$ cat src/rtl/pc_fetch_unit_if.sv
// Fetch-stage bus between the hazard/branch logic and the PC unit.
// The misalign_fault signal exists only when PC_ALIGN_CHECK_EN is defined.
interface pc_fetch_unit_if #(
  parameter int unsigned WIDTH = 64
);
  logic             stall;
  logic             br_taken;
  logic [WIDTH-1:0] br_target;
  logic             halt;
  logic [WIDTH-1:0] pc;
  logic             fetch_valid;
  logic             flush_if_id;
  logic             halted;
`ifdef PC_ALIGN_CHECK_EN
  logic             misalign_fault;
`endif

  modport master (
    output stall, br_taken, br_target, halt,
    input  pc, fetch_valid, flush_if_id, halted
`ifdef PC_ALIGN_CHECK_EN
    , misalign_fault
`endif
  );

  modport slave (
    input  stall, br_taken, br_target, halt,
    output pc, fetch_valid, flush_if_id, halted
`ifdef PC_ALIGN_CHECK_EN
    , misalign_fault
`endif
  );
endinterface

$ cat src/rtl/pc_fetch_unit.sv
// Program-counter stage: registered next-PC select with stall, redirect, halt and boot sequencing.
// Optional PC_ALIGN_CHECK_EN halts on a misaligned taken-branch target and raises misalign_fault.
module pc_fetch_unit #(
  parameter int unsigned      WIDTH    = 64,
  parameter logic [WIDTH-1:0] RESET_PC = '0,
  parameter int unsigned      INC      = 4,
  parameter real              DELAY    = 0.05
) (
  input logic            clk,
  input logic            reset_n,
  pc_fetch_unit_if.slave bus
);

  typedef enum logic [1:0] {
    BOOT  = 2'd0,
    RUN   = 2'd1,
    STALL = 2'd2,
    HALT  = 2'd3
  } state_e;

  state_e           state_q;
  logic [WIDTH-1:0] pc_q;
  logic             fetch_valid_q;
  logic             flush_q;
  logic             halted_q;
  logic [WIDTH-1:0] pc_inc_c;
  logic [WIDTH-1:0] pc_d;
  logic             misalign_c;

  // DELAY only annotates gate-level netlists; the synthesized select carries no delay.
  if (DELAY < 0.0) begin : g_neg_delay
  end

  assign pc_inc_c = pc_q + WIDTH'(INC);

  // Per-bit 2:1 select: br_taken picks the target over the sequential address.
  for (genvar i = 0; i < int'(WIDTH); i++) begin : g_sel
    assign pc_d[i] = bus.br_taken ? bus.br_target[i] : pc_inc_c[i];
  end

`ifdef PC_ALIGN_CHECK_EN
  logic fault_q;
  assign misalign_c          = (bus.br_target[1:0] != 2'b00);
  assign bus.misalign_fault  = fault_q;
`else
  assign misalign_c = 1'b0;
`endif

  always_ff @(posedge clk) begin
    if (!reset_n) begin
      state_q       <= BOOT;
      pc_q          <= RESET_PC;
      fetch_valid_q <= 1'b0;
      flush_q       <= 1'b0;
      halted_q      <= 1'b0;
`ifdef PC_ALIGN_CHECK_EN
      fault_q       <= 1'b0;
`endif
    end else begin
      flush_q <= 1'b0;
      unique case (state_q)
        BOOT: begin
          state_q       <= RUN;
          fetch_valid_q <= 1'b1;
        end
        RUN, STALL: begin
          if (bus.halt) begin
            state_q       <= HALT;
            fetch_valid_q <= 1'b0;
            halted_q      <= 1'b1;
          end else if (bus.br_taken) begin
            flush_q <= 1'b1;
            if (misalign_c) begin
              state_q       <= HALT;
              fetch_valid_q <= 1'b0;
              halted_q      <= 1'b1;
`ifdef PC_ALIGN_CHECK_EN
              fault_q       <= 1'b1;
`endif
            end else begin
              state_q <= RUN;
              pc_q    <= pc_d;
            end
          end else if (bus.stall) begin
            state_q <= STALL;
          end else begin
            state_q <= RUN;
            pc_q    <= pc_d;
          end
        end
        HALT: begin
          state_q <= HALT;
        end
        default: begin
          state_q <= BOOT;
        end
      endcase
    end
  end

  assign bus.pc          = pc_q;
  assign bus.fetch_valid = fetch_valid_q;
  assign bus.flush_if_id = flush_q;
  assign bus.halted      = halted_q;

endmodule

$ cat src/flat_wrapper.sv
// flat-port wrapper written by rule: the top's interface ports become plain ports
module pc_fetch_unit_flat 
#(
  parameter int unsigned      WIDTH    = 64,
  parameter logic [WIDTH-1:0] RESET_PC = '0,
  parameter int unsigned      INC      = 4,
  parameter real              DELAY    = 0.05
)
  (clk, reset_n, bus_stall, bus_br_taken, bus_br_target, bus_halt, bus_pc, bus_fetch_valid, bus_flush_if_id, bus_halted);
  pc_fetch_unit_if #(.WIDTH(WIDTH)) bus_i ();
  input logic clk;
  input logic reset_n;
  input wire logic [$bits(bus_i.stall)-1:0] bus_stall;
  input wire logic [$bits(bus_i.br_taken)-1:0] bus_br_taken;
  input wire logic [$bits(bus_i.br_target)-1:0] bus_br_target;
  input wire logic [$bits(bus_i.halt)-1:0] bus_halt;
  output wire logic [$bits(bus_i.pc)-1:0] bus_pc;
  output wire logic [$bits(bus_i.fetch_valid)-1:0] bus_fetch_valid;
  output wire logic [$bits(bus_i.flush_if_id)-1:0] bus_flush_if_id;
  output wire logic [$bits(bus_i.halted)-1:0] bus_halted;
  assign bus_i.stall = bus_stall;
  assign bus_i.br_taken = bus_br_taken;
  assign bus_i.br_target = bus_br_target;
  assign bus_i.halt = bus_halt;
  assign bus_pc = bus_i.pc;
  assign bus_fetch_valid = bus_i.fetch_valid;
  assign bus_flush_if_id = bus_i.flush_if_id;
  assign bus_halted = bus_i.halted;
  pc_fetch_unit #(.WIDTH(WIDTH), .RESET_PC(RESET_PC), .INC(INC), .DELAY(DELAY)) u_core (.clk(clk), .reset_n(reset_n), .bus(bus_i));
endmodule
$ cat config.mk
export PLATFORM = sky130hd
export DESIGN_NAME = pc_fetch_unit_flat
export DESIGN_NICKNAME = d
export VERILOG_FILES = /design/src/rtl/pc_fetch_unit_if.sv /design/src/rtl/pc_fetch_unit.sv /design/src/flat_wrapper.sv
export SDC_FILE = /design/constraint.sdc
export NUM_CORES = 1
export LEC_CHECK = 0
export CORE_ASPECT_RATIO = 0.75
export CORE_MARGIN = 2
export CORE_UTILIZATION = 30
export CTS_BUF_LIST = sky130_fd_sc_hd__clkbuf_8 sky130_fd_sc_hd__clkbuf_16
export CTS_CLUSTER_DIAMETER = 60
export DETAILED_ROUTE_END_ITERATION = 8
export SYNTH_ARGS = -nofsm -noshare
export SYNTH_HDL_FRONTEND = slang
export SYNTH_SLANG_ARGS = --single-unit
$ cat constraint.sdc
create_clock -name clk -period 3.2 [get_ports clk]
set_input_delay 0.32 -clock clk [delete_from_list [all_inputs] [get_ports clk]]
set_output_delay 0.32 -clock clk [all_outputs]
set_load 0.05 [all_outputs]
==> results.json, run 1 <==
{
  "synth_ff_type": "dfxtp_1",
  "start_kind": "flop",
  "nNetsFinal": 849,
  "hold_viol_final": 0,
  "status": "complete, no violations",
  "routed_wl_um": 21300,
  "synthArstFlopShare": 0,
  "synth.most_common_cell": "dfxtp_1",
  "setup_viol": 0,
  "ys_types": 66,
  "diodes": 0,
  "cts_resized": 0,
  "drt_pass1_iterations": 5,
  "clkSlewWorstSetupHoldPaths_ps": 60,
  "cts-root-buf": "clkbuf_16",
  "drt_iter0_drc": 626,
  "drv_slew": 0,
  "clkPwrFrac": 0.394,
  "seqPwrFrac": 0.355,
  "critPathCaptureType": "flop",
  "hold_depth": 2,
  "ys_warn_count": 0,
  "drc": 0,
  "hpwl_um": 15400,
  "fillCellCount": 1645,
  "hold_end": "u_core.bus.pc[1]",
  "critical_path.max_fanout": 10,
  "grt_pass1_vias": 5716,
  "viasPerCell": 6.20,
  "wire_per_inst_um": 21.5,
  "worst_slew_pin_slew_ps": 891,
  "cts_tree": "yes",
  "detail-route-antenna-nets": 0,
  "finalWeightedCongestion": 0.927,
  "hp-start": "u_core.bus.pc[1]",
  "fp-row-count": 40,
  "max_slew_margin": 0.401,
  "synth.area.top_cells": "dfxtp_1 29%, nand4_1 4.8%, nand2_1 4.8%, a21oi_1 4.3%, nand3_1 4.0%",
  "crit_arrival_ps": 2970,
  "cp_cell_sequence": "nand4_4 -> or4_4 -> or4_1 -> o311ai_0 -> o221ai_1",
  "syn2layout_area_growth_pct": 40.9,
  "drv_cap": 0,
  "die_area_mm2": 0.0170,
  "overflow": 0,
  "start_util": 0.303,
  "slowest_delay_ps": 740,
  "fin_skew_ps": 4.05,
  "via_count": 6151,
  "clk_latency_ps": 350,
  "intPower_uw": 1910,
  "finalCritPeriodShare": 0.863,
  "yosysTopAreaCellShare": 0.288,
  "core-area_mm2": 0.0158,
  "finalCriticalPeriod_ps": 2760,
  "cts_buffer_depth": 2,
  "p_sw_frac": 0.330,
  "synth-edff-count": 0,
  "grt_use_total": 0.246,
  "pwr_density_cell_mw_per_mm2": 422,
  "syn-instance-count": 654,
  "vdd_drop_max_mv": 0.210,
  "htreeDepth": 3,
  "cts_sinks": 69,
  "die_w_um": 150,
  "leakage_uw": 0.00217,
  "antenna_found_initial": 0,
  "crit_required_ps": 3410,
  "port_buffers": 135,
  "min_path_type": "reg2reg",
  "combPwrFrac": 0.251,
  "reg2reg_from": "u_core.bus.pc[12]",
  "crit_type": "reg2reg",
  "cp_slowest_cell": "or4_1",
  "drive_above_1_share": 0.0806,
  "ys_ff_latch": 69,
  "synth_common_cells": "69 x dfxtp_1, 61 x nand2_1, 45 x nor2_1",
  "reg2reg_to": "u_core.bus.pc[53]",
  "numCtsBuffers": 9,
  "postCtsSetupRepairBufs": 0,
  "io_pins": 136,
  "grt_pass1_wl_um": 32400,
  "syn_avg_cell_area_um2": 7.34,
  "die_h_um": 114,
  "post-route-util": 0.428,
  "ff2ff_path_depth": 5,
  "synth-seq-area-share": 0.288,
  "r2r_slack_ps": 440,
  "rsz0062_at_grt": "false",
  "synth_largest_area_cell": "dfxtp_1",
  "synth_nets": 726,
  "synthesis.area_mm2": 0.00480,
  "grt_max_degree": 58,
  "switchingPower_uw": 941,
  "timing.fmax_mhz": 362,
  "fin_tns_setup_ps": 0,
  "postCtsHoldBufs": 0
}
-- worst max-delay path, delay by kind of cell (launching register included) --
family / cells / cell delay [ps]
AO/OA/AOI/OAI: 2 / 540
AND/OR/NAND/NOR: 3 / 1540
flip-flops: 1 / 540
-- layout by cell type (no fill, tap or decap), types with 26 or more instances in the layout --
master           count
nand2_1             60
nor2_1              44
a21oi_1             41
clkdlybuf4s50_1    134
nand3_1             38
dfxtp_1             69
o21ai_0             27
buf_4               26
nand4_1             37
a31oi_1             26
-- kinds of logic after synthesis --
logic type,count (synthesis),synth area share
multiplexers,11,0.0232
AND/OR/NAND/NOR,322,0.364
adder cells (fa/ha/maj),3,0.00782
buffers and inverters,64,0.0511
flip-flops,69,0.288
AO/OA/AOI/OAI,185,0.266
-- power groups by stage --
stage	logic (uW)	registers [uW]	clock network, uW
finish	715	1010	1130
global route	759	1020	1170
CTS	714	1010	1130
detailed placement	711	1030	0
global placement	705	1020	0
floorplan	235	1190	0
-- flip-flops by register name (all words and copies together) (netlist names) --
name                    flops
u_core.bus.fetch_valid      1
u_core.state_q              2
u_core.bus.halted           1
u_core.bus.flush_if_id      1
u_core.bus.pc              64
-- layer usage --
layer / GRT usage / wire length, um / part of all wire
met4: 0.0667 / 333 / 0.016
met3: 0.0660 / 2110 / 0.099
met2: 0.345 / 8980 / 0.42
met1: 0.367 / 9880 / 0.46
met5: 0 / 0 / 0
-- per-stage QoR --
stage               instance area (um2)  std cells  hold slack, ps  total power, uW  setup WS (ps)
CTS                                6760        992             461             2860            472
finish                             6760        992             457             2860            439
global placement                   6430        976             444             1730            532
global route                       6760        992             475             2950            221
floorplan                          4800        654             456             1420            355
detailed placement                 6430        976             453             1740            475
-- area by class of cell --
class                           instances  area (um2)  area share
Clock inverter                          5        73.8      0.0109
Sequential cell                        69        1380       0.204
Clock buffer                           11         253      0.0374
Multi-Input combinational cell        521        3180       0.470
Tap cell                              210         263      0.0389
Inverter                               15        56.3     0.00833
Timing Repair Buffer                  161        1560       0.230
-- how the worst max path moves through the flow --
stage / startpoint / depth (start not counted) / end / slack [ps]
after global routing: u_core.bus.pc[12] / 5 / u_core.bus.pc[53] / 220
after floorplan: u_core.bus.pc[12] / 7 / u_core.bus.pc[53] / 350
after detailed placement: u_core.bus.pc[12] / 5 / u_core.bus.pc[53] / 470
after global placement: u_core.bus.pc[37] / 5 / u_core.bus.pc[60] / 530
after CTS: u_core.bus.pc[12] / 5 / u_core.bus.pc[53] / 470
final: u_core.bus.pc[12] / 5 / u_core.bus.pc[53] / 440
Power figures use the tool's default switching activity.
==> inputs of run 2 (changes only) <==
--- a/config.mk
+++ b/config.mk
@@ -7,10 +7,11 @@
 export LEC_CHECK = 0
 export CORE_ASPECT_RATIO = 0.75
 export CORE_MARGIN = 2
-export CORE_UTILIZATION = 30
+export CORE_UTILIZATION = 49
 export CTS_BUF_LIST = sky130_fd_sc_hd__clkbuf_8 sky130_fd_sc_hd__clkbuf_16
 export CTS_CLUSTER_DIAMETER = 60
 export DETAILED_ROUTE_END_ITERATION = 8
+export PLACE_DENSITY = 0.82
 export SYNTH_ARGS = -nofsm -noshare
 export SYNTH_HDL_FRONTEND = slang
 export SYNTH_SLANG_ARGS = --single-unit
==> run 2 against run 1 <==
  * Global-route usage rose by 12 points
  * First-iteration DRC count rose by 59%
  * Total power fell by 7.2%
  * Worst setup slack improved by 5.3 ps
  * Wire length fell by 6.8%
  * Clock skew rose by 1.2 ps
  * Sequential power barely moved
  * Cell area fell by 2.5%
  * Utilization rose by 26 points
  * Count of clock-buffer cells in the layout did not move
  * Largest power group is now registers
  * Final cell count fell by 8.1%
==> results.json, run 2 (synthesis gave the netlist of run 1 again) <==
{
  "status": "complete, no violations",
  "fin_skew_ps": 5.20,
  "cts_buffer_depth": 2,
  "grt_use_total": 0.365,
  "fillCellCount": 825,
  "critPathCaptureType": "flop",
  "drv_slew": 0,
  "largest_reg_flops": 64,
  "wire_per_inst_um": 21.8,
  "detail-route-antenna-nets": 0,
  "drt_iter0_drc": 994,
  "postCtsSetupRepairBufs": 0,
  "p_sw_frac": 0.342,
  "routed_wl_um": 19900,
  "syn2layout_area_growth_pct": 37.3,
  "fp-row-count": 31,
  "postCtsHoldBufs": 0,
  "clk_latency_ps": 330,
  "cts_sinks": 69,
  "leakage_uw": 0.00213,
  "htreeDepth": 3,
  "cts-root-buf": "clkbuf_16",
  "r2r_slack_ps": 440,
  "antenna_found_initial": 0,
  "fin_tns_setup_ps": 0,
  "layout_commonest_cell": "clkdlybuf4s50_1",
  "cts_tree": "yes",
  "max_slew_margin": 0.454,
  "grt_pass1_vias": 5615,
  "whs_ps": 461,
  "ff2ff_path_depth": 5,
  "setup_viol": 0,
  "cts_resized": 0,
  "drc": 0,
  "drive_above_1_share": 0.0782,
  "die_h_um": 89.7,
  "multiInputGateArea_mm2": 0.00318,
  "rsz0062_at_grt": "false",
  "reg2reg_to": "u_core.bus.pc[53]",
  "worst_slew_pin_slew_ps": 811,
  "reg2reg_from": "u_core.bus.pc[12]",
  "switchingPower_uw": 908,
  "core-area_mm2": 0.00958,
  "numCtsBuffers": 9,
  "port_buffers": 135,
  "start_util": 0.501,
  "crit_arrival_ps": 2950,
  "crit_required_ps": 3400,
  "hold_viol_final": 0,
  "drv_cap": 0,
  "diodes": 0,
  "seqPwrFrac": 0.383,
  "hpwl_um": 14300,
  "seqCellArea_mm2": 0.00138,
  "drt_pass1_iterations": 5,
  "finalWeightedCongestion": 0.969,
  "die_area_mm2": 0.0106,
  "hold_end": "u_core.bus.pc[0]",
  "crit_type": "reg2reg",
  "grt_max_degree": 70,
  "clkSlewWorstSetupHoldPaths_ps": 60,
  "overflow": 0,
  "clkPwrFrac": 0.350,
  "io_pins": 136,
  "pwr_density_cell_mw_per_mm2": 402,
  "hold_depth": 2,
  "min_path_type": "reg2reg",
  "final_cell_mix": "134 x clkdlybuf4s50_1, 69 x dfxtp_1, 60 x nand2_1",
  "finalCriticalPeriod_ps": 2760,
  "die_w_um": 118,
  "grt_pass1_wl_um": 31000,
  "hp-start": "u_core.bus.pc[0]",
  "viasPerCell": 6.78,
  "via_count": 6184,
  "vdd_drop_max_mv": 0.354,
  "finalCritPeriodShare": 0.861,
  "critical_path.max_fanout": 10,
  "nNetsFinal": 849,
  "intPower_uw": 1740,
  "start_kind": "flop",
  "timing.fmax_mhz": 363,
  "combPwrFrac": 0.267
}
==> run 2: cell count changes in the layout (fill, tap and decap cells not counted), sizes merged <==
cell / delta
bufinv: -2
==> run 2: how the worst max path moves through the flow <==
stage,startpoint,to
after floorplan,u_core.bus.pc[12],u_core.bus.pc[53]
after global placement,u_core.bus.pc[12],u_core.bus.pc[53]
after detailed placement,u_core.bus.pc[12],u_core.bus.pc[53]
after CTS,u_core.bus.pc[12],u_core.bus.pc[53]
after global routing,u_core.bus.pc[12],u_core.bus.pc[53]
final,u_core.bus.pc[12],u_core.bus.pc[53]
==> run 2: layer usage <==
metal,routed length (um),GRT usage
met5,0,0
met4,331,0.0803
met3,2560,0.0952
met2,8560,0.541
met1,8400,0.529
==> run 2: cell type report <==
class,count,area share
Clock inverter,3,0.00209
Tap cell,132,0.0251
Multi-Input combinational cell,521,0.482
Sequential cell,69,0.210
Clock buffer,11,0.0383
Inverter,15,0.00854
Timing Repair Buffer,161,0.234
==> run 2: critical path, cell delays in order, from the launching register on <==
cell and delay [ps]:
dfxtp_1 540, nand4_4 200, or4_4 590, or4_1 710
o311ai_0 400, o221ai_1 170
==> run 2: power by group through the flow <==
| stage | logic [uW] | registers [uW] | clock network [uW] |
|---|---|---|---|
| after floorplan | 235 | 1190 | 0 |
| after global placement | 689 | 1020 | 0 |
| after detailed placement | 699 | 1030 | 0 |
| after CTS | 702 | 1010 | 930 |
| after global routing | 746 | 1020 | 963 |
| final | 709 | 1010 | 928 |
==> run 2: stage by stage <==
stage	setup WS [ps]	cells	power (uW)	util	instance area, um2
floorplan	355	654	1420	-	4800
global placement	590	898	1710	0.660	6320
detailed placement	491	898	1720	0.660	6320
CTS	477	912	2640	0.688	6590
global route	319	912	2730	0.688	6590
finish	444	912	2650	0.688	6590
==> inputs of run 3 (changes only) <==
--- a/config.mk
+++ b/config.mk
@@ -7,11 +7,10 @@
 export LEC_CHECK = 0
 export CORE_ASPECT_RATIO = 0.75
 export CORE_MARGIN = 2
-export CORE_UTILIZATION = 49
+export CORE_UTILIZATION = 30
 export CTS_BUF_LIST = sky130_fd_sc_hd__clkbuf_8 sky130_fd_sc_hd__clkbuf_16
 export CTS_CLUSTER_DIAMETER = 60
 export DETAILED_ROUTE_END_ITERATION = 8
-export PLACE_DENSITY = 0.82
 export SYNTH_ARGS = -nofsm -noshare
 export SYNTH_HDL_FRONTEND = slang
 export SYNTH_SLANG_ARGS = --single-unit
==> results of run 3 <==
The final DEF is identical to that of run 1; final timing and power are the same.
